`src/rtl/cycle_seq.sv`:
```
// 6502 per-instruction bus-cycle sequencer: walks the T-states for the decoded
// op_type and decodes address-mux, latch, adder, PC and write strobes from state.
module cycle_seq (
  input  logic       clk,
  input  logic       rst_n,
  input  logic       rdy,
  input  logic [4:0] op_type,
  input  logic       st_op,
  input  logic       rmw_op,
  input  logic       carry,
  input  logic       ext_done,
  output logic       sync,
  output logic [2:0] addr_sel,
  output logic       we,
  output logic       pc_inc,
  output logic       pc_load,
  output logic       pc_rel,
  output logic       pc_fix,
  output logic       ld_adl,
  output logic       ld_adh,
  output logic       ld_ptr,
  output logic       add_idx,
  output logic       fix_adh,
  output logic       exec,
  output logic       ext_req,
  output logic       jam
);
  localparam logic [4:0] OP_IMM = 5'd0,  OP_IMP = 5'd1,  OP_BNT = 5'd2,  OP_BRA = 5'd3;
  localparam logic [4:0] OP_ZPG = 5'd4,  OP_ZXY = 5'd5,  OP_ABS = 5'd6,  OP_AXY = 5'd7;
  localparam logic [4:0] OP_JUM = 5'd8,  OP_INY = 5'd9,  OP_XIN = 5'd10, OP_BRK = 5'd11;
  localparam logic [4:0] OP_JSR = 5'd12, OP_RTI = 5'd13, OP_RTS = 5'd14, OP_PUS = 5'd15;
  localparam logic [4:0] OP_PUL = 5'd16, OP_JIN = 5'd17;

  typedef enum logic [3:0] {
    S_IDLE, S_FETCH, S_T1, S_IDX, S_ABSH, S_FIX, S_PLO, S_PHI,
    S_DATA, S_RMWR, S_RMWW, S_WR, S_BR, S_BRFIX, S_EXT, S_JAM
  } state_t;

  state_t     state_q;
  logic [4:0] op_q;
  logic [4:0] op_cur;
  state_t     mem_tgt;
  logic       fix_needed;
  logic [2:0] data_sel;
  logic       we_cycle;
  logic       stall;

  // op_type is only valid in T1; later states use the copy latched there.
  always_comb begin
    op_cur     = (state_q == S_T1) ? op_type : op_q;
    mem_tgt    = st_op ? S_WR : (rmw_op ? S_RMWR : S_DATA);
    fix_needed = st_op | rmw_op | carry;
    data_sel   = (op_cur == OP_ZPG || op_cur == OP_ZXY) ? 3'd1 : 3'd2;
    we_cycle   = (state_q == S_RMWW) || (state_q == S_WR);
    stall      = !rdy && !we_cycle && (state_q != S_IDLE);
  end

  always_ff @(posedge clk or negedge rst_n) begin
    if (!rst_n) begin
      state_q <= S_IDLE;
      op_q    <= '0;
    end else if (!stall) begin
      case (state_q)
        S_IDLE:  state_q <= S_FETCH;
        S_FETCH: state_q <= S_T1;
        S_T1: begin
          op_q <= op_type;
          case (op_type)
            OP_IMM, OP_IMP, OP_BNT: state_q <= S_FETCH;
            OP_BRA:                 state_q <= S_BR;
            OP_ZPG:                 state_q <= mem_tgt;
            OP_ZXY, OP_XIN:         state_q <= S_IDX;
            OP_ABS, OP_AXY, OP_JUM: state_q <= S_ABSH;
            OP_INY:                 state_q <= S_PLO;
            OP_BRK, OP_JSR, OP_RTI, OP_RTS, OP_PUS, OP_PUL, OP_JIN:
                                    state_q <= S_EXT;
            default:                state_q <= S_JAM;
          endcase
        end
        S_IDX:   state_q <= (op_q == OP_XIN) ? S_PLO : mem_tgt;
        S_ABSH: begin
          if (op_q == OP_JUM)                   state_q <= S_FETCH;
          else if (op_q == OP_AXY && fix_needed) state_q <= S_FIX;
          else                                   state_q <= mem_tgt;
        end
        S_FIX:   state_q <= mem_tgt;
        S_PLO:   state_q <= S_PHI;
        S_PHI:   state_q <= (op_q == OP_INY && fix_needed) ? S_FIX : mem_tgt;
        S_DATA:  state_q <= S_FETCH;
        S_RMWR:  state_q <= S_RMWW;
        S_RMWW:  state_q <= S_WR;
        S_WR:    state_q <= S_FETCH;
        S_BR:    state_q <= carry ? S_BRFIX : S_FETCH;
        S_BRFIX: state_q <= S_FETCH;
        S_EXT:   if (ext_done) state_q <= S_FETCH;
        S_JAM:   state_q <= S_JAM;
        default: state_q <= S_IDLE;
      endcase
    end
  end

  always_comb begin
    sync = 1'b0; addr_sel = 3'd0; we = 1'b0;
    pc_inc = 1'b0; pc_load = 1'b0; pc_rel = 1'b0; pc_fix = 1'b0;
    ld_adl = 1'b0; ld_adh = 1'b0; ld_ptr = 1'b0; add_idx = 1'b0;
    fix_adh = 1'b0; exec = 1'b0; ext_req = 1'b0; jam = 1'b0;
    case (state_q)
      S_FETCH: begin sync = 1'b1; pc_inc = 1'b1; end
      S_T1: begin
        case (op_type)
          OP_IMM:                 begin pc_inc = 1'b1; exec = 1'b1; end
          OP_IMP:                 exec = 1'b1;
          OP_BNT, OP_BRA:         pc_inc = 1'b1;
          OP_ZPG, OP_ZXY, OP_ABS, OP_AXY, OP_JUM:
                                  begin ld_adl = 1'b1; pc_inc = 1'b1; end
          OP_INY, OP_XIN:         begin ld_ptr = 1'b1; pc_inc = 1'b1; end
          default: ;
        endcase
      end
      S_IDX: begin
        addr_sel = (op_q == OP_XIN) ? 3'd3 : 3'd1;
        add_idx  = 1'b1;
      end
      S_ABSH: begin
        pc_load = (op_q == OP_JUM);
        pc_inc  = (op_q != OP_JUM);
        ld_adh  = (op_q != OP_JUM);
        add_idx = (op_q == OP_AXY);
      end
      S_FIX:   begin addr_sel = 3'd2; fix_adh = carry; end
      S_PLO:   begin addr_sel = 3'd3; ld_adl = 1'b1; end
      S_PHI:   begin addr_sel = 3'd4; ld_adh = 1'b1; add_idx = (op_q == OP_INY); end
      S_DATA:  begin addr_sel = data_sel; exec = 1'b1; end
      S_RMWR:  addr_sel = data_sel;
      S_RMWW:  begin addr_sel = data_sel; we = 1'b1; exec = 1'b1; end
      // The final RMW write-back reuses WR but the ALU result was produced in RMWW.
      S_WR:    begin addr_sel = data_sel; we = 1'b1; exec = !rmw_op; end
      S_BR:    pc_rel = 1'b1;
      S_BRFIX: pc_fix = 1'b1;
      S_EXT:   ext_req = 1'b1;
      S_JAM:   jam = 1'b1;
      default: ;
    endcase
    if (stall) begin
      pc_inc = 1'b0; pc_load = 1'b0; pc_rel = 1'b0; pc_fix = 1'b0;
      ld_adl = 1'b0; ld_adh = 1'b0; ld_ptr = 1'b0; add_idx = 1'b0;
      fix_adh = 1'b0; exec = 1'b0;
    end
  end
endmodule
```
`config.mk`:
```
export PLATFORM = sky130hd
export DESIGN_NAME = cycle_seq
export DESIGN_NICKNAME = d
export VERILOG_FILES = /design/src/rtl/cycle_seq.sv
export SDC_FILE = /design/constraint.sdc
export NUM_CORES = 1
export LEC_CHECK = 0
export CAP_MARGIN = 40
export CORE_ASPECT_RATIO = 0.9
export CORE_MARGIN = 2
export CORE_UTILIZATION = 53
export DETAILED_ROUTE_END_ITERATION = 6
export PLACE_DENSITY = 0.94
export SLEW_MARGIN = 5
export SYNTH_ARGS = -nofsm -noshare
export SYNTH_HDL_FRONTEND = slang
export SYNTH_SLANG_ARGS = --single-unit
```
`constraint.sdc`:
```
create_clock -name clk -period 3.8 [get_ports clk]
set_input_delay 0.38 -clock clk [delete_from_list [all_inputs] [get_ports clk]]
set_output_delay 0.38 -clock clk [all_outputs]
set_load 0.01 [all_outputs]
```
# [Word level (Yosys, flattened, before mapping)]
# Index checks and enable logic that the tools add are counted.
[op_classes] n_addsub=0 n_reduce_logical=25 bitwise=3 mul=0 eq_ne=40 div_mod_pow=0 order_cmp=0 shift=0 muxes=42
[ops] operator="== test 5 x 4 -> 1 bit, second input constant" count=11
[ops] operator="case mux 4 bit (13 select lines)" count=1
[ops] operator="== test 5 x 3 -> 1 bit, second input constant" count=7
[ops] operator="== test 4 bit, second input constant" count=8
[ops] operator="case mux 4 bit (7 select lines)" count=1
[ops] operator="2-to-1 mux 1 bit" count=24
[ops] operator="2-to-1 mux 4 bit" count=6
[ops] operator="== test 4 x 3 -> 1 bit, second input constant" count=4
[ops] operator="case mux 3 bit (5 select lines)" count=1
[ops] operator="== test 5 x 2 -> 1 bit, second input constant" count=2
[ops] operator="== test 5 bit, second input constant" count=2
[ops] operator="OR reduction 10 bit" count=1
[ops] operator="OR reduction 2 bit" count=5
[ops] operator="case mux 1 bit (3 select lines)" count=3
[ops] operator="== test 4 x 2 -> 1 bit, second input constant" count=2
[ops] operator="OR reduction 4 bit" count=2
[ops] operator="OR reduction 7 bit" count=1
[ops] operator="2-to-1 mux 2 bit" count=3
[ops] operator="OR reduction 3 bit" count=2
[ops] operator="== test 5 x 1 -> 1 bit, second input constant" count=1
[ops] operator="zero test 5 bit" count=1
[ops] operator="2-to-1 mux 5 bit" count=1
[ops] operator="inequality test 5 x 4 -> 1 bit, second input constant" count=1
[ops] operator="OR reduction 5 bit" count=1
[ops] operator="11 further kinds" count=19
[totals] latchBits=0 regBits=9 mem_bits_rw=0 word_cells=112 in_bits=12 memories=0 romBits=0 out_inout_bits=17

# [Logic depth before layout (Yosys ltp)]
# Gate-level depths: netlist of the first run.
[depth] ltp_word=7 mapped_depth=6 depth_no_buf=5

# [Worst setup path after synthesis of the first run]
# Ideal clock, no wire load.
[synth_timing] kind="reg-to-output" startpoint="register state_q[3]" endpoint="output port pc_inc" required_time_ns=3.420 arrival_ns=1.515 stages_incl_launch_ff=7 path_buffers=3 path_slack_ns=1.905 cell_sequence="dfrtp_1 > buf_6 > clkbuf_1 > clkbuf_1 > nor3_1 > nor3_1 > nor2_1"
[synth_via] elab_chain_len=6 elab_cells_between_ends=12 cone_classes="eq/ne: 5; mux: 2; reduce/logical: 5"
[synth_lines] item="from (decl)" line="39" rtl="state_t state_q;"
[synth_lines] item="from (signal assigned)" line="71" rtl="OP_ZPG: state_q <= mem_tgt;"
[synth_lines] item="from (signal assigned)" line="80" rtl="S_IDX: state_q <= (op_q == OP_XIN) ? S_PLO : mem_tgt;"
[synth_lines] item="from (signal assigned)" line="84" rtl="else state_q <= mem_tgt;"
[synth_lines] item="== test 4 bit" line="54" rtl="we_cycle = (state_q == S_RMWW) || (state_q == S_WR);"
[synth_lines] item="logical OR 1 bit" line="54"
[synth_lines] item="zero test 1 bit" line="55" rtl="stall = !rdy && !we_cycle && (state_q != S_IDLE);"
[synth_lines] item="logical AND 1 bit (2 in series)" line="55"
[synth_lines] item="2-to-1 mux 1 bit (*)" line="144" rtl="if (stall) begin"
[synth_lines] item="to (decl)" line="15" rtl="output logic pc_inc,"
# Mark *: on every way between the ends. The rest lies on a longest branch, timed or not.

# [Worst setup path after layout of the first run]
[layout_timing] startpoint="register state_q[3]" endpoint="output port ld_ptr"
[layout_via] elab_chain_len=6 elab_cells_between_ends=10 cone_classes="eq/ne: 3; mux: 2; reduce/logical: 5"
[layout_lines] item="== test 4 bit" line="54"
[layout_lines] item="logical OR 1 bit" line="54"
[layout_lines] item="zero test 1 bit" line="55"
[layout_lines] item="logical AND 1 bit (2 in series)" line="55"
[layout_lines] item="2-to-1 mux 1 bit (*)" line="144"
[layout_lines] item="to (decl)" line="21" rtl="output logic ld_ptr,"
# Marked as above.

==> out/qor.yml, run 1 <==
fin_crit_sh_pct: 78.2
nNetsFinal: 196
port_buffers: 28
clk_path_buf_depth: 2
max_freq_mhz: 336
layout_min_cycle_time_ns: 2.97
setup_tns_ns: 0
slew_violations: 0
synth_area_um2: 1170
cp-startpoint: "state_q[3]"
drc: 0
ctsRootBufferMaster: "clkbuf_4"
dp_hpwl_um: 2570
die_w_um: 53.5
placed_cells: 206
vias_per_cell: 6.52
r2r_slack_ns: 1.70
slowest_delay_ns: 0.63
hold_viol_final: 0
ir_drop_uv: 453
num_rows: 16
clkTransAtPathRegs_ns: 0.06
synth_top_area_share_pct: 19.3
wl_per_cell_um: 16.2
grt_pass1_wl_um: 5700
post_cts_buffers: 0
p_per_area_nw_per_um2: 679
dr_total_vias: 1369
antenna_found_initial: 0
path_delay_family: "simple AND/OR/NAND/NOR gates"
async_flop_share_pct: 100
drive_above_1_share_pct: 7.65
grt_pass1_vias: 1229
num_antenna_cells: 0
core_um2: 2120
min_path_type: "input port to asynchronous set/reset pin"
grt_setup_unrepaired: "no"
setup_viol: 0
fin_cells: 210
yosysWarnings: 0
multiInputGateArea_um2: 866
post_cts_resize_count: 0
relSlewSlack_pct: 53.7
io_pins: 29
htree_levels: 1
synth_edf_count: 0
seqCellArea_um2: 225
grt-ovfl-total: 0
ant_nets: 0
worst_slew_pin_slew_ns: 0.694
cts_sinks: 9
insertion_delay_ns: 0.25
synth_nets: 175
path_buf_inv: 1
cp_cell_sequence: "or3_1 > a21oi_1 > nor2_1 > nor2_4 > and4_1 > clkdlybuf4s50_1"
grt_max_degree: 28
r2r_start: "state_q[3]"
areaGrowthSynthToFinish_pct: 24.4
synth-seq-cells: 9
postCtsHoldBufs: 0
leakage_nw: 0.511
post_synth_num_cell_types: 53
arrival_ns: 2.59
syn_avg_cell_area_um2: 7.17
start_util_pct: 55.1
synth_area_leaders: "dfrtp_1 (19%), nor2_1 (6.7%), mux2_2 (4.8%), nand2_1 (4.8%), o21ai_0 (4.3%)"
synth_common_cells: "nor2_1 (21), nand2_1 (15), o21ai_0 (10)"
ys.flop_type: "dfrtp_1"
cp_slowest_cell: "dfrtp_1"
cp.required_ns: 3.42
synth_area_leader_cell: "dfrtp_1"
gp_congestion: 1.03
tritoncts: "built"
cp-start-kind: "flop"
cts_buffers: 3
drt_wl_total_um: 3400
yosysSeqAreaShare_pct: 19.3
fill_cells: 180
drv_cap: 0
crit_type: "flop to output pin"
yosysMostFrequentCell: "nor2_1"
end_kind: "output pin"
clock_skew_ns: 0.00489
grt_use_total_pct: 28.5
die_area_um2: 2600
status: "completed"
fp.dieH_um: 48.5
cp_max_fo: 27
drt_pass1_iterations: 4
drt_iter0_drc: 74
syn_inst: 163
## sequential cells by signal (all words and copies together), names as in the netlist
register	flops
op_q	5
state_q	4
## where the power goes
part / switching (mW) / total [mW] / internal (mW)
clock network: 0.0284 / 0.0685 / 0.0401
registers: 0.144 / 0.287 / 0.143
logic: 0.321 / 0.632 / 0.311
total: 0.493 / 0.987 / 0.494
## stage by stage
step / hold WS, ns / util (%) / setup slack [ns] / area, µm² / power, mW
6_report: 0.421 / 68.5 / 0.827 / 1450 / 0.987
5_1_grt: 0.449 / 68.5 / 0.634 / 1450 / 1.07
2_1_floorplan: 0.0844 / - / 1.90 / 1170 / 0.711
4_1_cts: 0.423 / 68.5 / 0.848 / 1450 / 0.978
3_3_place_gp: 0.554 / 67.3 / 1.06 / 1430 / 0.886
3_5_place_dp: 0.546 / 67.3 / 0.929 / 1430 / 0.904
## cell usage in the layout, fill, tap and decap left out, types with 6 or more instances in the layout
cell / n
nor2_1: 21
nand2_1: 15
inv_1: 6
clkdlybuf4s50_1: 28
a21oi_1: 9
dfrtp_1: 9
nor3_1: 9
nor2b_1: 6
o21ai_0: 10
## cell families after synthesis
group	Yosys count	synth area share [%]
muxes	6	5.67
xor gates and xnor gates	1	0.750
and+or+nand+nor	77	36.2
AOI/OAI and AO/OA	52	31.5
DFF	9	19.3
buffers and inverters	18	6.64
## final cells by class
cell class / count / share of cell area [%]
clock buffers: 4 / 1.81
inverters: 6 / 1.55
multi-input cells: 136 / 59.6
flip-flops and latches: 9 / 15.5
well taps: 27 / 2.32
repair buffers: 28 / 19.3
## per-layer routing
layer | vias up | global-route usage (%) | routed length [µm]
li1 | 648 | - | -
met1 | 629 | 43.6 | 1490
met2 | 88 | 40.5 | 1540
met3 | 4 | 4.01 | 326
met4 | 0 | 9.40 | 34
met5 | - | 0 | 0
## path summary, 6_finish.rpt
check / endpoint / cells past startpoint
max: ld_ptr / 6
max reg2reg: op_q[0] / 5
min: state_q[0] / 1
min in group clk: op_q[3] / 1
min reg2reg: op_q[3] / 1
max in group asynchronous: op_q[2] / 1
Note: power is estimated with default switching activity, not from simulation.
==> run 2, diff against run 1 <==
--- a/config.mk
+++ b/config.mk
@@ -8,9 +8,9 @@
 export CAP_MARGIN = 40
 export CORE_ASPECT_RATIO = 0.9
 export CORE_MARGIN = 2
-export CORE_UTILIZATION = 53
+export CORE_UTILIZATION = 49
 export DETAILED_ROUTE_END_ITERATION = 6
-export PLACE_DENSITY = 0.94
+export PLACE_DENSITY = 0.89
 export SLEW_MARGIN = 5
 export SYNTH_ARGS = -nofsm -noshare
 export SYNTH_HDL_FRONTEND = slang
==> constraint.sdc (replaced) <==
create_clock -name clk -period 3.1 [get_ports clk]
set_input_delay 0.31 -clock clk [delete_from_list [all_inputs] [get_ports clk]]
set_output_delay 0.31 -clock clk [all_outputs]
set_load 0.01 [all_outputs]
==> out/qor.yml, run 2 (synthesis results as in run 1) <==
reg_top3: "op_q x5, state_q x4"
cp-start-kind: "flop"
setup_viol: 0  # unchanged
grt_pass1_wl_um: 5820  # +2.1%
cp_max_fo: 17  # -37%
grt_pass1_vias: 1293  # +5.2%
tritoncts: "built"
ctsRootBufferMaster: "clkbuf_4"
drt_pass1_iterations: 4  # unchanged
dpl_worst_slack_ns: 0.436  # -0.493 ns
drv_cap: 0  # unchanged
wl_per_cell_um: 16.8  # +3.6%
slew_violations: 0  # unchanged
fill_cells: 195  # +8.3%
num_antenna_cells: 0  # unchanged
fp.dieH_um: 50.3  # +3.7%
grt_use_total_pct: 25.7  # -2.8 points
cp_cell_sequence: "or3_1 > a21oi_1 > nor2_1 > nor2_4 > a32o_1 > clkdlybuf4s50_1"
io_pins: 29  # unchanged
p_total_mw: 1.24  # +25%
clkTransAtPathRegs_ns: 0.07  # about the same
grt-ovfl-total: 0  # unchanged
fin_crit_sh_pct: 92.9
leakage_nw: 0.521  # +1.9%
seqCellArea_um2: 225  # unchanged
hold_viol_final: 0  # unchanged
stdcell_area_um2: 1470  # +1.0%
dr_total_vias: 1448  # +5.8%
postCtsHoldBufs: 0  # unchanged
clk_path_buf_depth: 2  # unchanged
nNetsFinal: 198  # +1.0%
drt_iter0_drc: 115  # +55%
grt_max_degree: 21  # -25%
die_w_um: 55.5  # +3.7%
p_per_area_nw_per_um2: 843  # +24%
gp_congestion: 0.970  # -5.7%
path_delay_family: "simple AND/OR/NAND/NOR gates"
layout_common_cells: "clkdlybuf4s50_1 (28), nor2_1 (21), nand2_1 (15)"
worst_slew_pin_slew_ns: 0.635  # -0.0589 ns
cp_slowest_cell: "dfrtp_1"
relSlewSlack_pct: 57.5  # +3.8 points
path_buf_inv: 1  # unchanged
die_area_um2: 2790  # +7.5%
drt_wl_total_um: 3550  # +4.6%
num_rows: 16  # unchanged
core_um2: 2220  # +4.7%
vias_per_cell: 6.83  # +4.8%
final_common_cell: "clkdlybuf4s50_1"
insertion_delay_ns: 0.26  # about the same
setup_tns_ns: 0  # unchanged
largest_reg_flops: 5  # unchanged
cts_buffers: 3  # unchanged
start_util_pct: 52.6  # -2.5 points
crit_type: "flop to output pin"
ant_nets: 0  # unchanged
status: "completed"
clock_skew_ns: 0.00604  # +0.00115 ns
layout_min_cycle_time_ns: 2.88
end_kind: "output pin"
place_area_um2: 1440  # +1.1%
slowest_delay_ns: 0.66  # +0.03 ns
ir_drop_uv: 557  # +23%
cts_sinks: 9  # unchanged
dp_hpwl_um: 2710  # +5.2%
final.setup.worst_slack_ns: 0.220  # -0.607 ns
drive_above_1_share_pct: 8.65  # +1.0 points
grt_setup_unrepaired: "no"
port_buffers: 28  # unchanged
cp.required_ns: 2.79  # -0.63 ns
max_freq_mhz: 347
arrival_ns: 2.57  # -0.02 ns
min_path_type: "input port to asynchronous set/reset pin"
post_cts_resize_count: 0  # unchanged
drc: 0  # unchanged
antenna_found_initial: 0  # unchanged
top_register: "op_q"
htree_levels: 1  # unchanged
areaGrowthSynthToFinish_pct: 25.7
post_cts_buffers: 0  # unchanged
multiInputGateArea_um2: 866  # unchanged
run 2: where the power goes:
part | switching [mW] | total (mW) | leakage [nW] | internal, mW
registers | 0.136 | 0.313 | 0.108 | 0.177
clock network | 0.0413 | 0.0908 | 0.0150 | 0.0496
logic | 0.439 | 0.835 | 0.398 | 0.396
total | 0.617 | 1.24 | 0.521 | 0.623
run 2: final timing paths:
| kind | from | to | slack [ns] | depth (start not counted) |
|---|---|---|---|---|
| min in group clk | op_q[3] | op_q[3] | 0.60 | 1 |
| setup / recovery | state_q[1] | exec | 0.22 | 6 |
| hold / removal | rst_n | state_q[0] | 0.35 | 1 |
| max in group asynchronous | rst_n | op_q[2] | 2.44 | 1 |
| setup reg to reg | state_q[2] | state_q[1] | 1.04 | 5 |
| hold reg to reg | op_q[3] | op_q[3] | 0.60 | 1 |
run 2: through the flow:
stage | hold slack, ns | util [%] | instances
global placement | 0.545 | 64.9 | 208
detailed placement | 0.570 | 64.9 | 208
CTS | 0.360 | 66.1 | 212
floorplan | 0.0144 | - | 163
finish | 0.353 | 66.1 | 212
global route | 0.387 | 66.1 | 212
run 2: area by class of cell:
class	count	share of cell area [%]
multi-input cells	136	58.9
repair buffers	30	20.1
clock buffers	4	1.79
well taps	27	2.30
flip-flops and latches	9	15.3
inverters	6	1.53
run 2: per-layer routing:
metal | wire, µm | GRT usage (%)
met5 | 0 | 0
met4 | 106 | 11.4
met3 | 398 | 5.93
met2 | 1590 | 40.9
met1 | 1450 | 33.4
==> run 3, diff against run 2 <==
--- a/config.mk
+++ b/config.mk
@@ -7,7 +7,7 @@
 export LEC_CHECK = 0
 export CAP_MARGIN = 40
 export CORE_ASPECT_RATIO = 0.9
-export CORE_MARGIN = 2
+export CORE_MARGIN = 4
 export CORE_UTILIZATION = 49
 export DETAILED_ROUTE_END_ITERATION = 6
 export PLACE_DENSITY = 0.89
==> out/qor.yml, run 3 (synthesis results as in run 1) <==
hold_viol_final: 0  # unchanged
placed_cells: 208  # unchanged
ir_drop_uv: 555  # -0.36%
setup_tns_ns: 0  # unchanged
grt_setup_unrepaired: "no"
post_cts_buffers: 0  # unchanged
wl_per_cell_um: 16.7  # -0.42%
fill_cells: 196  # +0.51%
ctsRootBufferMaster: "clkbuf_4"
reg_top3: "op_q x5, state_q x4"
fin_crit_sh_pct: 93.3  # +0.41 points
cp-start-kind: "flop"
num_antenna_cells: 0  # unchanged
layout_min_cycle_time_ns: 2.89  # +0.0128 ns
setup_viol: 0  # unchanged
drc: 0  # unchanged
seqCellArea_um2: 225  # unchanged
status: "completed"
ant_nets: 0  # unchanged
cp.required_ns: 2.79  # about the same
clock_skew_ns: 0.00298  # -0.00306 ns
drive_above_1_share_pct: 8.65  # unchanged
multiInputGateArea_um2: 866  # unchanged
tritoncts: "built"
clk_path_buf_depth: 2  # unchanged
relSlewSlack_pct: 59.5  # +2.0 points
slew_violations: 0  # unchanged
p_per_area_nw_per_um2: 847  # +0.37%
worst_slew_pin_slew_ns: 0.605  # -0.0304 ns
clkTransAtPathRegs_ns: 0.06  # about the same
die_area_um2: 3230  # +16%
grt_use_total_pct: 23.4  # -2.3 points
start_util_pct: 52.6  # unchanged
cts_buffers: 3  # unchanged
final_common_cell: "clkdlybuf4s50_1"
post_cts_resize_count: 0  # unchanged
drt_wl_total_um: 3540  # -0.42%
grt_pass1_wl_um: 5800  # -0.24%
arrival_ns: 2.58  # about the same
end_kind: "output pin"
grt-ovfl-total: 0  # unchanged
max_freq_mhz: 346  # -0.44%
crit_type: "flop to output pin"
leakage_nw: 0.521  # unchanged
top_register: "op_q"
drv_cap: 0  # unchanged
min_path_type: "input port to asynchronous set/reset pin"
grt_max_degree: 21  # unchanged
largest_reg_flops: 5  # unchanged
cp_max_fo: 17  # unchanged
fin_cells: 212  # unchanged
dp_hpwl_um: 2660  # -1.9%
num_rows: 16  # unchanged
htree_levels: 1  # unchanged
core_um2: 2220  # unchanged
p_total_mw: 1.24  # +0.37%
die_w_um: 59.5  # +7.2%
io_pins: 29  # unchanged
port_buffers: 28  # unchanged
antenna_found_initial: 0  # unchanged
fp.dieH_um: 54.3  # +7.9%
dr_total_vias: 1388  # -4.1%
layout_common_cells: "clkdlybuf4s50_1 (28), nor2_1 (21), nand2_1 (15)"
gp_congestion: 0.892  # -8.0%
grt_pass1_vias: 1269  # -1.9%
vias_per_cell: 6.55  # -4.1%
cts_sinks: 9  # unchanged
areaGrowthSynthToFinish_pct: 25.7  # unchanged
insertion_delay_ns: 0.27  # about the same
postCtsHoldBufs: 0  # unchanged
drt_iter0_drc: 84  # -27%
drt_pass1_iterations: 4  # unchanged
nNetsFinal: 198  # unchanged
run 3: cell counts in the layout (fill, tap and decap cells not counted):
No cell type changed its count.
run 3: path summary, 6_finish.rpt:
check	from	end	slack, ns	cells past startpoint
max	state_q[1]	exec	0.21	6
min	rst_n	state_q[0]	0.34	1
max reg2reg	state_q[2]	state_q[0]	1.07	5
min reg2reg	op_q[3]	op_q[3]	0.60	1
max in group asynchronous	rst_n	op_q[4]	2.47	1
min in group clk	op_q[3]	op_q[3]	0.60	1
run 3: routing by layer:
| layer | track usage (%) | share of wire, % | vias to the layer above |
|---|---|---|---|
| met5 | 0 | 0 | - |
| met4 | 5.66 | 2.0 | 0 |
| li1 | - | - | 652 |
| met2 | 37.5 | 45 | 77 |
| met3 | 4.25 | 9.3 | 12 |
| met1 | 32.5 | 44 | 647 |
run 3: layout make-up:
| cell class | count | share of cell area, % |
|---|---|---|
| Sequential cell | 9 | 15.3 |
| Clock buffer | 4 | 1.79 |
| Inverter | 6 | 1.53 |
| Multi-Input combinational cell | 136 | 58.9 |
| Tap cell | 27 | 2.30 |
| Timing Repair Buffer | 30 | 20.1 |
run 3: worst max-delay path, stage by stage (launching register included):
cell	delay, ns
dfrtp_1	0.68
or3_1	0.19
a21oi_1	0.06
nor2_1	0.50
nor2_4	0.12
a32o_1	0.29
clkdlybuf4s50_1	0.47
run 3: stage by stage:
stage	hold WS (ns)	setup WS (ns)	instance area [µm²]	util [%]
floorplan	0.0144	1.27	1170	-
global route	0.358	0.0820	1470	66.1
detailed placement	0.576	0.401	1440	64.9
global placement	0.546	0.481	1440	64.9
finish	0.336	0.207	1470	66.1
CTS	0.351	0.286	1470	66.1
run 3: power by group:
part | switching, mW | internal (mW)
sequential | 0.147 | 0.176
clock | 0.0433 | 0.0498
combinational | 0.430 | 0.396
total | 0.621 | 0.623
